## src/rtl/adsr_envelope_pkg.sv

```systemverilog
// Shared types and constants for the ADSR envelope slice.
// Level is unsigned 24-bit: 0 is silence, ENV_MAX is full scale.
package synth_pkg;

    localparam int ENV_WIDTH = 24;
    localparam logic [ENV_WIDTH-1:0] ENV_MAX = 24'hFFFFFF;

    typedef enum logic [2:0] {
        IDLE,
        ATTACK,
        DECAY,
        SUSTAIN,
        RELEASE
    } adsr_state_t;

endpackage

```

## src/rtl/adsr_envelope_if.sv

```systemverilog
// Valid/ready stream bundle carrying 24-bit signed samples.
// The master drives data/valid and the slave drives ready.
interface Axis_If;
    import synth_pkg::*;

    logic [ENV_WIDTH-1:0] data;
    logic                 valid;
    logic                 ready;

    modport Master (
        output data,
        output valid,
        input  ready
    );

    modport Slave (
        input  data,
        input  valid,
        output ready
    );

endinterface

```

## src/rtl/adsr_envelope_level.sv

```systemverilog
// ADSR state machine and level arithmetic, advanced once per accepted beat.
// ADSR_RETRIGGER_LEGATO_EN: keep the current level on RELEASE -> ATTACK.
module adsr_level
    import synth_pkg::*;
(
    input  logic                 clk,
    input  logic                 reset,
    input  logic                 beat,
    input  logic                 gate,
    input  logic [ENV_WIDTH-1:0] attack_step,
    input  logic [ENV_WIDTH-1:0] decay_step,
    input  logic [ENV_WIDTH-1:0] sustain_level,
    input  logic [ENV_WIDTH-1:0] release_step,
    output logic [ENV_WIDTH-1:0] level,
    output adsr_state_t          state,
    output logic                 env_active
);

    logic [ENV_WIDTH:0]   att_sum;
    logic [ENV_WIDTH-1:0] dec_room;

    // 25-bit sum so an overshoot past full scale is visible.
    assign att_sum  = {1'b0, level} + {1'b0, attack_step};
    // Distance to the sustain floor; only meaningful when level > sustain.
    assign dec_room = level - sustain_level;

    // Envelope FSM: gate is checked before any step update on each beat.
    always_ff @(posedge clk) begin
        if (reset) begin
            state      <= IDLE;
            level      <= '0;
            env_active <= 1'b0;
        end else if (beat) begin
            unique case (state)
                IDLE: begin
                    level <= '0;
                    if (gate) begin
                        state      <= ATTACK;
                        env_active <= 1'b1;
                    end
                end
                ATTACK: begin
                    if (!gate) begin
                        state <= RELEASE;
                    end else if (att_sum >= {1'b0, ENV_MAX}) begin
                        level <= ENV_MAX;
                        state <= DECAY;
                    end else begin
                        level <= att_sum[ENV_WIDTH-1:0];
                    end
                end
                DECAY: begin
                    if (!gate) begin
                        state <= RELEASE;
                    end else if (sustain_level >= level ||
                                 decay_step >= dec_room) begin
                        level <= sustain_level;
                        state <= SUSTAIN;
                    end else begin
                        level <= level - decay_step;
                    end
                end
                SUSTAIN: begin
                    if (!gate) begin
                        state <= RELEASE;
                    end else begin
                        level <= sustain_level;
                    end
                end
                RELEASE: begin
                    if (gate) begin
                        state <= ATTACK;
`ifndef ADSR_RETRIGGER_LEGATO_EN
                        level <= '0;
`endif
                    end else if (release_step >= level) begin
                        level      <= '0;
                        state      <= IDLE;
                        env_active <= 1'b0;
                    end else begin
                        level <= level - release_step;
                    end
                end
                default: begin
                    state      <= IDLE;
                    level      <= '0;
                    env_active <= 1'b0;
                end
            endcase
        end
    end

endmodule

```

## src/rtl/adsr_envelope.sv

```systemverilog
// Two-stage stream pipeline scaling signed samples by the ADSR level.
// ADSR_RETRIGGER_LEGATO_EN selects legato retrigger inside adsr_level.
module adsr_envelope
    import synth_pkg::*;
(
    input  logic                 clk,
    input  logic                 reset,
    input  logic                 gate,
    input  logic [ENV_WIDTH-1:0] attack_step,
    input  logic [ENV_WIDTH-1:0] decay_step,
    input  logic [ENV_WIDTH-1:0] sustain_level,
    input  logic [ENV_WIDTH-1:0] release_step,
    Axis_If.Slave                data_in,
    Axis_If.Master               data_out,
    output logic                 env_active
);

    logic                 en;
    logic                 beat;
    logic [ENV_WIDTH-1:0] level;
    adsr_state_t          state;

    logic                 s1_valid;
    logic [ENV_WIDTH-1:0] s1_sample;
    logic [ENV_WIDTH-1:0] s1_level;

    logic                 out_valid;
    logic [ENV_WIDTH-1:0] out_data;

    logic signed [48:0]   smp_ext;
    logic signed [48:0]   lvl_ext;
    logic signed [48:0]   product;
    logic                 unused_top;
    logic [ENV_WIDTH-1:0] unused_lo;
    logic [ENV_WIDTH-1:0] scaled;

    // Whole pipeline advances together; a stalled output freezes everything.
    assign en            = !out_valid || data_out.ready;
    assign data_in.ready = en;
    assign beat          = data_in.valid && en;

    assign data_out.valid = out_valid;
    assign data_out.data  = out_data;

    // Signed sample times non-negative level; keep bits [47:24] (floor).
    assign smp_ext = {{25{s1_sample[ENV_WIDTH-1]}}, s1_sample};
    assign lvl_ext = {25'b0, s1_level};
    assign product = smp_ext * lvl_ext;
    assign {unused_top, scaled, unused_lo} = product;

    adsr_level u_level (
        .clk           (clk),
        .reset         (reset),
        .beat          (beat),
        .gate          (gate),
        .attack_step   (attack_step),
        .decay_step    (decay_step),
        .sustain_level (sustain_level),
        .release_step  (release_step),
        .level         (level),
        .state         (state),
        .env_active    (env_active)
    );

    // Stage 1: capture the sample with the level held before this beat.
    always_ff @(posedge clk) begin
        if (reset) begin
            s1_valid  <= 1'b0;
            s1_sample <= '0;
            s1_level  <= '0;
        end else if (en) begin
            s1_valid <= beat;
            if (beat) begin
                s1_sample <= data_in.data;
                s1_level  <= level;
            end
        end
    end

    // Stage 2: register the scaled product; data holds between beats.
    always_ff @(posedge clk) begin
        if (reset) begin
            out_valid <= 1'b0;
            out_data  <= '0;
        end else if (en) begin
            out_valid <= s1_valid;
            if (s1_valid) begin
                out_data <= scaled;
            end
        end
    end

endmodule

```

## src/flat_wrapper.sv

```systemverilog
// flat-port wrapper written by rule: the top's interface ports become plain ports
module adsr_envelope_flat import synth_pkg::*;
  (clk, reset, gate, attack_step, decay_step, sustain_level, release_step, env_active, data_in_data, data_in_valid, data_in_ready, data_out_data, data_out_valid, data_out_ready);
  Axis_If data_in_i ();
  Axis_If data_out_i ();
  input  logic clk;
  input  logic reset;
  input  logic gate;
  input  logic [ENV_WIDTH-1:0] attack_step;
  input  logic [ENV_WIDTH-1:0] decay_step;
  input  logic [ENV_WIDTH-1:0] sustain_level;
  input  logic [ENV_WIDTH-1:0] release_step;
  output logic env_active;
  input wire logic [$bits(data_in_i.data)-1:0] data_in_data;
  input wire logic [$bits(data_in_i.valid)-1:0] data_in_valid;
  output wire logic [$bits(data_in_i.ready)-1:0] data_in_ready;
  output wire logic [$bits(data_out_i.data)-1:0] data_out_data;
  output wire logic [$bits(data_out_i.valid)-1:0] data_out_valid;
  input wire logic [$bits(data_out_i.ready)-1:0] data_out_ready;
  assign data_in_i.data = data_in_data;
  assign data_in_i.valid = data_in_valid;
  assign data_in_ready = data_in_i.ready;
  assign data_out_data = data_out_i.data;
  assign data_out_valid = data_out_i.valid;
  assign data_out_i.ready = data_out_ready;
  adsr_envelope u_core (.clk(clk), .reset(reset), .gate(gate), .attack_step(attack_step), .decay_step(decay_step), .sustain_level(sustain_level), .release_step(release_step), .data_in(data_in_i), .data_out(data_out_i), .env_active(env_active));
endmodule
```

## config.mk

```make
export PLATFORM = sky130hd
export DESIGN_NAME = adsr_envelope_flat
export DESIGN_NICKNAME = d
export VERILOG_FILES = /design/src/rtl/adsr_envelope_pkg.sv /design/src/rtl/adsr_envelope_if.sv /design/src/rtl/adsr_envelope_level.sv /design/src/rtl/adsr_envelope.sv /design/src/flat_wrapper.sv
export SDC_FILE = /design/constraint.sdc
export NUM_CORES = 2
export LEC_CHECK = 0
export ABC_AREA = 0
export CAP_MARGIN = 20
export CORE_MARGIN = 8
export CORE_UTILIZATION = 64
export DETAILED_ROUTE_END_ITERATION = 8
export HOLD_SLACK_MARGIN = 0.15
export PLACE_DENSITY = 0.82
export SYNTH_ARGS = -nofsm -noshare
export SYNTH_HDL_FRONTEND = slang
export SYNTH_SLANG_ARGS = --single-unit
```

## constraint.sdc

```tcl
create_clock -name clk -period 8.45 [get_ports clk]
set_clock_uncertainty 0.2 [all_clocks]
set_input_delay 1.69 -clock clk [delete_from_list [all_inputs] [get_ports clk]]
set_output_delay 1.69 -clock clk [all_outputs]
set_load 0.005 [all_outputs]
```

# Word level (Yosys, flattened, before mapping)
# Index checks and enable logic that the tools add are counted.
[word_totals] register_bits=102 inputBits=125 output_inout_bits=27 word_cells=64
[classes] n_addsub=4 n_mul=1 n_lt_le_gt_ge=4 n_eq_ne=14 muxes=21 n_bitwise=1 reduce_logical=11
[ops] cell="$mux 24" count=7
[ops] cell="$pmux 24 s4" count=1
[ops] cell="$ge 24x24->1" count=3
[ops] cell="$sub 24x24->24" count=3
[ops] cell="$mul 24x25->48" count=1
[ops] cell="$add 24x24->25" count=1
[ops] cell="$ge 25x24->1 const B" count=1
[ops] cell="$mux 3" count=8
[ops] cell="$pmux 3 s5" count=1
[ops] cell="$ne 2x2->1 const B" count=7
[ops] cell="$ne 3x3->1 const B" count=3
[ops] cell="$eq 3x2->1 const B" count=2
[ops] cell="$reduce_and 6->1" count=1
[ops] cell="$reduce_and 5->1" count=1
[ops] cell="$reduce_and 2->1" count=2
[ops] cell="$reduce_and 4->1" count=1
[ops] cell="$eq 3x1->1 const B" count=1
[ops] cell="$eq 3x3->1 const B" count=1
[ops] cell="$logic_not 3->1" count=1
[ops] cell="$mux 1" count=3
[ops] cell="$pmux 1 s3" count=1
[ops] cell="$reduce_or 3->1" count=1
[ops] cell="$logic_or 1x1->1" count=2
[ops] cell="$logic_and 1x1->1" count=1
[ops] cell="other kinds (2)" count=2

# Logic depth before layout (Yosys ltp)
[depth] word_depth=6 depth_mapped=27

# Hierarchy
# Synthesis repeated with hierarchy kept, for this count alone.
[hier_totals] cells_unflattened=3451 area_unflattened_um2=28591.2
[modules_own_cells] module="adsr_envelope" instances=1 cells_each=2403 area_per_inst_um2=21141.5
[modules_own_cells] module="adsr_level" instances=1 cells_each=1048 area_per_inst_um2=7449.6

# Least setup slack after synthesis
# Ideal clock, no wire load.
[synth_timing] path_kind="register to register" from="register u_core.s1_sample[3]" to="register u_core.out_data[21] (netlist: u_core.data_out.data[21])" arrival_time_ns=6.861 required_ns=8.126 slack_ns=1.265 stages_incl_launch_ff=28 synth_period_minus_slack_ns=7.185 cell_sequence="dfxtp_1 -> clkbuf_1 -> clkbuf_1 -> nand2_1 -> fa_1 -> inv_1 -> fa_1 -> inv_1 -> fa_1 -> fa_1 -> inv_1 -> fa_1 -> fa_1 -> inv_1 -> fa_1 -> inv_1 -> ha_1 -> clkbuf_1 -> a21oi_1 -> nand3b_1 -> a2111oi_0 -> a311oi_1 -> a21oi_1 -> o21ai_0 -> a311oi_1 -> o21ai_0 -> xnor2_1 -> o21ai_0"
[synth_between] elab_chain_cells=1
[synth_rtl] item="start: declaration" line="adsr_envelope.sv:24" text="logic [ENV_WIDTH-1:0] s1_sample;"
[synth_rtl] item="start signal: assignment" line="adsr_envelope.sv:74" text="s1_sample <= data_in.data;"
[synth_rtl] item="$mul 24x25->48" line="adsr_envelope.sv:48" text="assign product = smp_ext * lvl_ext;"
[synth_rtl] item="end signal: assignment" line="adsr_envelope.sv:88" text="out_data <= scaled;"
[synth_rtl] item="end: declaration" line="adsr_envelope.sv:28" text="logic [ENV_WIDTH-1:0] out_data;"
# Every way passes these cells.
# A chain may end at the register's enable or synchronous reset.

# Final worst setup path
[layout_timing] from="register u_core.s1_sample[19]" to="register u_core.out_data[21] (netlist: u_core.data_out.data[21])"
# Same word-level chain as after synthesis.

==> Flow_metrics.wiki <==
{| class="wikitable"
! Metric !! Value
|-
| Status || finished clean
|-
| Post_cts resized || 0
|-
| Syn avg cell area || 8.34 um2
|-
| Startpoint of the worst register-to-register path || u_core.s1_sample[19]$_SDFFE_PP0P_
|-
| P_int || 0.000906 W
|-
| TritonCTS clock tree || done
|-
| Crit path kind || reg2reg
|-
| Sum Neg Setup Slack || 0 ps
|-
| Post-layout nets || 4436
|-
| Reg power frac || 35.8%
|-
| Total of endpoints with negative setup slack in the final report || 0
|-
| Transition time of the tightest slew-check pin || 1070 ps
|-
| Cell count after placement || 4096
|-
| Pleak || 15.4 nW
|-
| Path class of the lowest-slack min-delay path || reg2reg
|-
| Total number of yosys warnings || 0
|-
| H-tree Lvls || 3
|-
| Global-route wire length before repair || 141 mm
|-
| Top-level I/O count || 152
|-
| Global placement routability congestion || 0.984
|-
| Sw Ratio || 39.5%
|-
| Worst Path Required || 8520 ps
|-
| Share of final-layout standard cells stronger than drive strength 1 || 3.84%
|-
| Max-Slew Margin vs Limit || 28.6%
|-
| CP Max Fanout || 17
|-
| Filler-free cell count of the finished design || 4115
|-
| Start point of the critical path || u_core.s1_sample[19]$_SDFFE_PP0P_
|-
| Root buffer cell || sky130_fd_sc_hd__clkbuf_16
|-
| Worst R2R Path Depth || 25
|-
| Leading cell types in the layout, fill and taps excluded || 640 x sky130_fd_sc_hd__inv_1, 506 x sky130_fd_sc_hd__nand2_1, 485 x sky130_fd_sc_hd__fa_1
|-
| Die ar. || 51800 um2
|-
| Final period utilization || 95.8%
|-
| Total overflow reported by the global router || 0
|-
| Starting Density || 64.8%
|-
| Remaining routing DRC violations || 0
|-
| Flip-flop and latch count after synthesis || 102
|-
| Reg2Reg Setup Slack || 350 ps
|-
| Number of I/O port buffers || 151
|-
| Post-synthesis instance area || 28600 um2
|-
| Most frequent standard cell in the layout excluding fill and tap cells || sky130_fd_sc_hd__inv_1
|-
| Number of cells traversed by the worst hold path || 2
|-
| Clock buffer depth || 2
|-
| Router iterations before antenna repair || 5
|-
| Max rail drop VDD || 0.000118 V
|-
| Post-synthesis instance total || 3436
|-
| Max Fclk || 124 MHz
|-
| Clock insertion delay at the later pin of the skew report || 410 ps
|-
| Main flop type after synthesis || sky130_fd_sc_hd__dfxtp_1
|-
| Buffer count from post-CTS setup fixing || 0
|-
| Mean routed wirelength per cell || 21.4 um
|-
| Relative contribution of combinational cells to total power || 31.7%
|-
| Aggregate routed wire length || 88.1 mm
|-
| Critical Path Sink || u_core.data_out.data[21]$_SDFFE_PP0P_
|-
| Arrival @ worst endpoint || 8170 ps
|-
| Core footprint || 44200 um2
|-
| RSZ-0062 raised after global routing || no
|-
| Critical Path Start Type || register
|-
| Hold buffer count at cts || 0
|-
| Total GRT Usage || 34.9%
|-
| Clock buffer count from CTS || 9
|-
| Beginning of the worst hold path || u_core.data_out.data[19]$_SDFFE_PP0P_
|-
| Detailed Place HPWL || 73.1 mm
|-
| Hold Violations, Final || 0
|-
| Number of nets with antenna violations after routing || 0
|-
| Area Overhead vs Synth || 9.09%
|-
| Sum of internal, switching and leakage power || 0.00150 W
|-
| Die W || 228 um
|-
| Part of the Yosys area used for sequential elements || 7.13%
|-
| Library cells used by synthesis || 80
|-
| Type of element capturing the critical path || register
|-
| Minimum clock period after layout || 8100 ps
|-
| Max-cap violation count || 0
|-
| Async set-or-reset flop fraction in the synthesized netlist || 0%
|-
| Number of antenna violations at the first check in global routing || 4
|-
| Pin count of the biggest net entering global routing || 76
|-
| Iteration-0 DRC count of the detailed router || 2145
|-
| Design area || 31200 um2
|-
| Total net switching power || 0.000592 W
|-
| Total number of vias || 25028
|-
| Reg-to-reg endpoint || u_core.data_out.data[21]$_SDFFE_PP0P_
|-
| Cell area after placement || 30900 um2
|-
| Clock sink total || 102
|-
| Clock share of power || 32.4%
|-
| Clock-pin slew reported for the worst setup and hold paths after clock tree synthesis || 100 ps
|-
| Via count of the first global-routing pass || 26850
|-
| Synthesized netlist net count || 4357
|-
| Number of flops mapped to enable cells by yosys || 0
|-
| Number of max-slew violations in the final report || 0
|-
| # rows || 77
|-
| Pwr per Cell Area || 47.9 nW/um2
|-
| Vias per Instance || 6.08
|-
| Y dimension of the die || 228 um
|}
-- power groups by stage --
stage                     combinational, W  clock, W  sequential [W]
after floorplan                   0.000284         0        0.000514
after global placement            0.000451         0        0.000544
after detailed placement          0.000463         0        0.000545
after CTS                         0.000467  0.000491        0.000534
after global routing              0.000514  0.000503        0.000538
final                             0.000475  0.000486        0.000537
-- critical path, stage by stage, from the launching register on --
cell                        delay [ps]
sky130_fd_sc_hd__dfxtp_1           700
sky130_fd_sc_hd__buf_4             390
sky130_fd_sc_hd__nand2_1           120
sky130_fd_sc_hd__fa_1              520
sky130_fd_sc_hd__inv_1              60
sky130_fd_sc_hd__fa_1              550
sky130_fd_sc_hd__fa_1              430
sky130_fd_sc_hd__fa_1              510
sky130_fd_sc_hd__fa_1              430
sky130_fd_sc_hd__fa_1              500
sky130_fd_sc_hd__inv_1              50
sky130_fd_sc_hd__fa_1              480
sky130_fd_sc_hd__inv_1              40
sky130_fd_sc_hd__ha_1              390
sky130_fd_sc_hd__a21oi_1           300
sky130_fd_sc_hd__nand3b_1          140
sky130_fd_sc_hd__a2111oi_0         370
sky130_fd_sc_hd__a311oi_1          190
sky130_fd_sc_hd__buf_4             200
sky130_fd_sc_hd__a21oi_1           220
sky130_fd_sc_hd__o21ai_0           160
sky130_fd_sc_hd__buf_4             170
sky130_fd_sc_hd__a311oi_2          380
sky130_fd_sc_hd__o21ai_0           170
sky130_fd_sc_hd__xnor2_1           170
sky130_fd_sc_hd__o21ai_0            80
-- layout make-up --
type	count	area, um2
Antenna cell	3	7.51
Clock buffer	9	225
Clock inverter	7	91.3
Fill cell	3483	13000
Inverter	640	2400
Multi-Input combinational cell	2531	23600
Sequential cell	102	2050
Tap cell	592	741
Timing Repair Buffer	231	2120
-- metal layers --
metal | vias up | share of wire [%] | track usage [%]
met2 | 1267 | 48 | 59.0
li1 | 11104 | - | -
met4 | 4 | 4.4 | 14.7
met1 | 12380 | 39 | 43.7
met5 | - | 0.031 | 0
met3 | 273 | 8.8 | 6.56
-- how the worst min path moves through the flow --
stage	to	slack [ps]
after detailed placement	u_core.data_out.data[3]$_SDFFE_PP0P_	250
after global routing	u_core.data_out.data[19]$_SDFFE_PP0P_	270
final	u_core.data_out.data[19]$_SDFFE_PP0P_	260
after floorplan	u_core.data_out.valid$_SDFFE_PP0N_	250
after global placement	u_core.data_out.data[9]$_SDFFE_PP0P_	240
after CTS	u_core.data_out.data[19]$_SDFFE_PP0P_	260
-- flip-flops by register name, summed over array words and instances (netlist names) --
name and count:
u_core.data_out.data 24, u_core.data_out.valid 1, u_core.s1_level 24, u_core.s1_sample 24, u_core.s1_valid 1, u_core.u_level.env_active 1, u_core.u_level.level 24, u_core.u_level.state 3
-- through the flow --
step / hold slack (ps) / utilization [%] / worst slack (ps)
finish: 257 / 70.7 / 354
global route: 271 / 70.6 / 6.65
CTS: 257 / 70.6 / 180
detailed placement: 245 / 69.9 / 311
global placement: 237 / 69.9 / 481
floorplan: 248 / - / 1270
-- synthesized netlist by cell type, types with 42 or more instances --
library cell | instances | share of area [%]
sky130_fd_sc_hd__a21o_1 | 71 | 1.9
sky130_fd_sc_hd__a21oi_1 | 171 | 3.0
sky130_fd_sc_hd__and2_1 | 274 | 6.0
sky130_fd_sc_hd__clkbuf_1 | 151 | 2.0
sky130_fd_sc_hd__dfxtp_1 | 102 | 7.1
sky130_fd_sc_hd__fa_1 | 485 | 34
sky130_fd_sc_hd__ha_1 | 311 | 14
sky130_fd_sc_hd__inv_1 | 640 | 8.4
sky130_fd_sc_hd__nand2_1 | 507 | 6.6
sky130_fd_sc_hd__nor2_1 | 64 | 0.84
sky130_fd_sc_hd__o21ai_0 | 101 | 1.8
sky130_fd_sc_hd__xnor2_1 | 51 | 1.6
sky130_fd_sc_hd__xor2_1 | 42 | 1.3
-- logic make-up after synthesis --
kind of cell               Yosys count  synth area share [%]
and+or+nand+nor                   1048                  18.0
adders and majority gates          798                  47.6
AOI/OAI and AO/OA                  571                  13.1
muxes                               21                 0.756
xor gates and xnor gates            93                  2.84
buffers and inverters              803                  10.6
DFF                                102                  7.13
No activity file was read; power rests on OpenSTA's default activity.
